File: src/rtl/decode_operand_resolver.sv
// Decode-stage operand resolver: per-channel GPR forwarding from MEM/WB, the
// architectural HI/LO pair, multi-cycle MDU tracking and the decode stall.
module decode_operand_resolver #(
    parameter int DATA_WIDTH     = 32,
    parameter int REG_ADDR_WIDTH = 5,
    parameter int NUM_READ_PORTS = 2,
    parameter int MDU_LATENCY    = 4
) (
    input  logic                                   clk,
    input  logic                                   reset,
    input  logic [NUM_READ_PORTS-1:0]              read_en,
    input  logic [NUM_READ_PORTS*REG_ADDR_WIDTH-1:0] read_addr,
    input  logic [NUM_READ_PORTS*DATA_WIDTH-1:0]   read_data_reg,
    input  logic [NUM_READ_PORTS-1:0]              using_HI_LO,
    input  logic [NUM_READ_PORTS-1:0]              hi_lo_sel,
    input  logic                                   ex_mem_read,
    input  logic [REG_ADDR_WIDTH-1:0]              ex_dest,
    input  logic                                   mem_reg_write,
    input  logic [REG_ADDR_WIDTH-1:0]              mem_dest,
    input  logic [DATA_WIDTH-1:0]                  ALU_output_memory,
    input  logic                                   wb_reg_write,
    input  logic [REG_ADDR_WIDTH-1:0]              wb_dest,
    input  logic [DATA_WIDTH-1:0]                  wb_result,
    input  logic                                   hi_write_en,
    input  logic                                   lo_write_en,
    input  logic [DATA_WIDTH-1:0]                  hi_lo_write_data,
    input  logic                                   mdu_start,
    input  logic [DATA_WIDTH-1:0]                  mdu_hi_result,
    input  logic [DATA_WIDTH-1:0]                  mdu_lo_result,
    output logic [NUM_READ_PORTS*DATA_WIDTH-1:0]   comparator,
    output logic [NUM_READ_PORTS*DATA_WIDTH-1:0]   resolved_operand,
    output logic                                   mdu_busy,
    output logic                                   stall_decode
);

    localparam logic [3:0] MDU_LOAD = 4'(MDU_LATENCY);

    logic [3:0]            mdu_count;
    logic [DATA_WIDTH-1:0] hi_reg;
    logic [DATA_WIDTH-1:0] lo_reg;
    logic                  mdu_done;
    logic [DATA_WIDTH-1:0] hi_view;
    logic [DATA_WIDTH-1:0] lo_view;
    logic [NUM_READ_PORTS-1:0] load_use;
    logic [NUM_READ_PORTS-1:0] hilo_wait;

    assign mdu_done = (mdu_count == 4'd1);
    assign mdu_busy = (mdu_count != 4'd0);

    // NOTE: sequential state uses non-blocking assignments only, so every
    // register samples the pre-edge value of the others regardless of order.
    always_ff @(posedge clk) begin
        if (reset) begin
            mdu_count <= 4'd0;
            hi_reg    <= '0;
            lo_reg    <= '0;
        end else begin
            // A start while the unit is busy is dropped; no restart.
            if (mdu_count != 4'd0)
                mdu_count <= mdu_count - 4'd1;
            else if (mdu_start)
                mdu_count <= MDU_LOAD;

            // Completion overrides any MTHI/MTLO landing in the same cycle.
            if (mdu_done) begin
                hi_reg <= mdu_hi_result;
                lo_reg <= mdu_lo_result;
            end else begin
                if (hi_write_en) hi_reg <= hi_lo_write_data;
                if (lo_write_en) lo_reg <= hi_lo_write_data;
            end
        end
    end

    // Same-cycle MTHI/MTLO data is visible to readers before the edge.
    assign hi_view = hi_write_en ? hi_lo_write_data : hi_reg;
    assign lo_view = lo_write_en ? hi_lo_write_data : lo_reg;

    for (genvar g = 0; g < NUM_READ_PORTS; g++) begin : g_chan
        logic [REG_ADDR_WIDTH-1:0] addr;
        logic [DATA_WIDTH-1:0]     fwd;

        assign addr = read_addr[g*REG_ADDR_WIDTH +: REG_ADDR_WIDTH];

        // NOTE: the if/else chain ends in a final else, so fwd is assigned on
        // every path and no latch is inferred.
        always_comb begin
            if (addr == '0)
                fwd = '0;
            else if (mem_reg_write && (mem_dest == addr))
                fwd = ALU_output_memory;
            else if (wb_reg_write && (wb_dest == addr))
                fwd = wb_result;
            else
                fwd = read_data_reg[g*DATA_WIDTH +: DATA_WIDTH];
        end

        assign comparator[g*DATA_WIDTH +: DATA_WIDTH]       = fwd;
        assign resolved_operand[g*DATA_WIDTH +: DATA_WIDTH] =
            using_HI_LO[g] ? (hi_lo_sel[g] ? hi_view : lo_view) : fwd;

        assign load_use[g]  = read_en[g] && !using_HI_LO[g] && ex_mem_read &&
                              (ex_dest != '0) && (ex_dest == addr);
        assign hilo_wait[g] = using_HI_LO[g] && mdu_busy;
    end

    assign stall_decode = (|load_use) || (|hilo_wait);

endmodule

File: config.mk
export PLATFORM = sky130hd
export DESIGN_NAME = decode_operand_resolver
export DESIGN_NICKNAME = d
export VERILOG_FILES = /design/src/rtl/decode_operand_resolver.sv
export SDC_FILE = /design/constraint.sdc
export NUM_CORES = 1
export LEC_CHECK = 0
export ABC_AREA = 1
export CAP_MARGIN = 20
export CORE_AREA = 2 2 152 154
export CTS_CLUSTER_DIAMETER = 60
export DETAILED_ROUTE_END_ITERATION = 7
export DIE_AREA = 0 0 154 156
export PLACE_DENSITY_LB_ADDON = 0.25
export SLEW_MARGIN = 20
export SYNTH_ARGS = -nofsm -noshare
export SYNTH_HDL_FRONTEND = slang
export SYNTH_SLANG_ARGS = --single-unit
File: constraint.sdc
create_clock -name clk -period 2.3 [get_ports clk]
set_input_delay 0.23 -clock clk [delete_from_list [all_inputs] [get_ports clk]]
set_output_delay 0.23 -clock clk [all_outputs]
set_load 0.1 [all_outputs]
# Word level (Yosys, flattened, before mapping)
# Cells that the tools add are included.
# totals
reg_bits	68
in_bits	263
out_inout_bits	130
wordCells	51
# op_classes
n_addsub	1
eq_ne	7
muxes	16
reduce_logical	24
# ops
op	count
two-way mux 32 bit	14
== test 5 bit	6
logical AND 1 bit	14
logical NOT 5 bit	2
two-way mux 4 bit	2
nonzero test 5 bit	1
== test 4 x 1 -> 1 bit, second input constant	1
nonzero test 4 bit	1
OR reduction 2 bit	2
subtractor 4 x 1 -> 4 bit, second input constant	1
logical NOT 1 bit	2
nonzero test 2 bit	1
logical OR 1 bit	1

# Longest topological paths before layout
# logic_depth
word_depth	7
ltp_mapped	10
depth_no_buf	9

# Worst setup path after synthesis
# OpenSTA, ideal clock, no wires.
# synth_path
path_type	input-to-output
startpoint	in using_HI_LO[1]
endpoint	out stall_decode
arrival_time_ns	2.948
required_time_ns	2.070
setup_slack_ns	-0.878
cell_stages	8
path_buffers	1
cell_sequence	clkbuf_1 -> inv_1 -> nand3_1 -> a21oi_1 -> nand4_1 -> nand2_1 -> inv_1 -> o21ai_0
# synth_via
elab_chain_cells	7
elab_cells_between_ends	9
classes_between	reduce/logical: 9
# synth_lines
element	line_no	source
from (decl)	14	input logic [NUM_READ_PORTS-1:0] using_HI_LO,
logical NOT 1 bit	102	assign load_use[g] = read_en[g] && !using_HI_LO[g] && ex_mem_read &&
logical AND 1 bit (3 in a row)	102	
logical AND 1 bit	103	(ex_dest != '0) && (ex_dest == addr);
OR reduction 2 bit	107	assign stall_decode = (|load_use) || (|hilo_wait);
logical OR 1 bit *	107	
to (decl)	33	output logic stall_decode
# Every way passes the cells marked *; elsewhere a longest branch is shown, timed or not.

# Worst setup path in the final report
# layout_path
startpoint	in read_addr[4]
endpoint	out resolved_operand[22]
# layout_via
elab_chain_cells	6
elab_cells_between_ends	9
classes_between	eq/ne: 2; mux: 4; reduce/logical: 3
# layout_lines
element	line_no	source
from (decl)	12	input logic [NUM_READ_PORTS*REG_ADDR_WIDTH-1:0] read_addr,
== test 5 bit	92	else if (wb_reg_write && (wb_dest == addr))
logical AND 1 bit	92	
two-way mux 32 bit	92	
two-way mux 32 bit	90	else if (mem_reg_write && (mem_dest == addr))
two-way mux 32 bit *	88	if (addr == '0)
two-way mux 32 bit *	100	using_HI_LO[g] ? (hi_lo_sel[g] ? hi_view : lo_view) : fwd;
to (decl)	31	output logic [NUM_READ_PORTS*DATA_WIDTH-1:0] resolved_operand,
# Marks and branches as above.

==> results_dict.tcl <==
set metrics [dict create \
    status "finished clean" \
    syn_nets 1677 \
    yosysTopAreaCellShare_pct 28.92 \
    numCtsBuffers 9 \
    final_core_util_pct 62.18 \
    dr.pass1.iters 5 \
    setup_violations 0 \
    synthesis.instances 1414 \
    grt_pass1_wl_microns 59020 \
    synth_common_cells "558 x nand2_1, 201 x nand3_1, 170 x nor2_1" \
    die_w_microns 154 \
    rrSetupSlack_ps 390 \
    critical_path_class "input pin to output pin" \
    stdcell_count 2105 \
    cp_slowest_stage_delay_ps 290 \
    start_util_pct 32.39 \
    tns_ps 0 \
    via_per_inst 5.194 \
    drive_gt1_share_pct 16.69 \
    yosysMostFrequentCell "nand2_1" \
    arrival_ps 1980 \
    wl_per_cell_microns 19.18 \
    ys_types 26 \
    path_clk_slew_ps 60 \
    ys_ff_latch 68 \
    critPathCaptureType "output pin" \
    num-nets-final 2073 \
    area_growth_pct 91.98 \
    grt_max_degree 82 \
    fin_area_sq_um 13910 \
    dpl_cell_area_sq_um 13120 \
    hold_end "lo_reg[8]" \
    gp_congestion 0.9062 \
    dpl.hpwl_microns 30870 \
    overflow 0 \
    finalWirelength_microns 40370 \
    syn_area_sq_um 7243 \
    crit_fanout 5 \
    rows 55 \
    fp.dieArea_sq_um 24020 \
    htree_levels 3 \
    grt_pass1_vias 10270 \
    ios 393 \
    cp-start-kind "input pin" \
    finalHoldViolCount 0 \
    syn_avg_cell_area_sq_um 5.122 \
    vias 10930 \
    cts-root-buf "clkbuf_16" \
    synth.largest_area_cell "nand2_1" \
    grt_use_total_pct 31.82 \
    max_freq_mhz 453.4 \
    die_h_microns 156 \
    dp.cells 2071 \
    slew_viol_final 0 \
    p_leak_nw 6.974 \
    timing.hold.ws_ps 318.1 \
    synth_edf_count 0 \
    worstMarginPinSlew_ps 691.6 \
    power_density_nw_per_um2 645.1 \
    drt_iter0_markers 860 \
    clock_latency_ps 330 \
    cts_hold_buffers 0 \
    antenna_found_initial 5 \
    hp-start "lo_write_en" \
    slowest_stage "dlygate4sd2_1" \
    cts_tree "built" \
    clockBufferDepth 2 \
    r2r_cells 5 \
    cp.required_ps 2070 \
    reg2reg_to "lo_reg[26]" \
    min_path_cells 3 \
    hold_path_class "input pin to register" \
    ys_seq_area_share_pct 18.79 \
    synth-async-reset-ratio_pct 0 \
    ys.flop_type "dfxtp_1" \
    core-area_sq_um 22370 \
    r2r_start "mdu_count[3]" \
    ant_nets 0 \
    synth_warnings 0 \
    path_cells "dlygate4sd2_1 -> inv_2 -> nand2_1 -> nand2_1 -> nand2_1 -> nor2_4 -> clkbuf_16 -> nand3_1 -> nand3_1 -> nand3_1 -> nand2_2 -> buf_12" \
    slew_headroom_pct 53.61 \
    irDropWorstVdd_mv 1.051 \
    clock-sinks 68 \
    drv_cap 0 \
    finClkSkew_ps 9.643 \
    worstSetupStartpoint "read_addr[4]" \
    drc 0 \
    nFillCells 2131 \
    synth_area_leaders "nand2_1 29%, dfxtp_1 19%, nand3_1 14%, nor2_1 8.8%, o211ai_1 6.6%" \
    min_period_ps 2205 \
    port_buffers 392 \
    layout_worst_path_cycle_share_pct 95.89 \
]
==> report_power, final <==
group	total (W)	internal [W]	switching (W)
Sequential	0.00160	0.00151	0.0000924
Combinational	0.00592	0.00206	0.00386
Clock	0.00145	0.000900	0.000545
==> per-stage QoR <==
stage,total power (W),setup slack (ps)
after floorplan,0.005101,236.8
after global placement,0.007409,-207.0
after detailed placement,0.007450,-207.7
after CTS,0.008929,-8.879
after global routing,0.009363,-17.16
final,0.008971,94.53
==> kinds of logic after synthesis <==
family                 after synthesis  synth area share [%]
AO/OA/AOI/OAI                      166                 14.51
XOR/XNOR                             7                0.8464
buffers and inverters              230                 12.80
flip-flops                          68                 18.79
AND/OR/NAND/NOR                    943                 53.05
==> area by class of cell <==
type	count	area (sq um)	share of cell area [%]
Tap cell	285	356.6	2.564
Multi-Input combinational cell	1116	5147	37.02
Clock buffer	11	252.7	1.818
Inverter	132	495.5	3.563
Antenna cell	5	12.51	0.08998
Timing Repair Buffer	483	6221	44.74
Sequential cell	68	1361	9.790
Clock inverter	5	58.81	0.4229
==> per-layer routing <==
| metal | vias to the layer above | wire [microns] | GRT usage, % |
|---|---|---|---|
| li1 | 5318 | - | - |
| met1 | 4937 | 15510 | 37.99 |
| met2 | 591 | 19660 | 55.84 |
| met3 | 88 | 3843 | 7.111 |
| met4 | 0 | 1354 | 11.88 |
| met5 | - | 0 | 0 |
==> layout by cell type (no fill, tap or decap), types with 3 or more instances in the layout <==
master / Yosys / final
o211ai_1: 64 / 64
buf_6: 0 / 10
nor3_1: 3 / 3
nand3_2: 2 / 15
nand3_1: 201 / 186
a21oi_1: 41 / 40
buf_2: 27 / 7
o21ai_0: 30 / 29
nand2_1: 558 / 542
nand2_2: 0 / 15
nor2_1: 170 / 163
a211oi_1: 17 / 17
inv_1: 123 / 122
clkbuf_16: 0 / 14
buf_4: 8 / 58
diode_2: 0 / 5
clkdlybuf4s50_1: 0 / 234
buf_12: 0 / 146
nor2_2: 4 / 7
nor2_4: 1 / 5
dlymetal6s2s_1: 0 / 8
a31oi_1: 13 / 13
inv_2: 8 / 9
dfxtp_1: 68 / 68
dlygate4sd2_1: 0 / 12
xor2_1: 5 / 5
==> worst max-delay path by stage <==
| stage | end | slack, ps |
|---|---|---|
| global placement | resolved_operand[17] | -210 |
| CTS | resolved_operand[27] | -9 |
| finish | resolved_operand[22] | 90 |
| floorplan | stall_decode | 240 |
| global route | resolved_operand[26] | -20 |
| detailed placement | resolved_operand[18] | -210 |
==> worst max-delay path: cells and delay by family <==
family,cells,cell delay (ps)
buffers and inverters,4,760
and+or+nand+nor,8,980
==> timing repair <==
item,in CTS,in global routing
setup buffers,1,3
pin swaps,8,12
endpoints found under the setup margin,108,106
gates cloned,3,6
gates resized for setup,49,41
No activity file was read; power rests on OpenSTA's default activity.
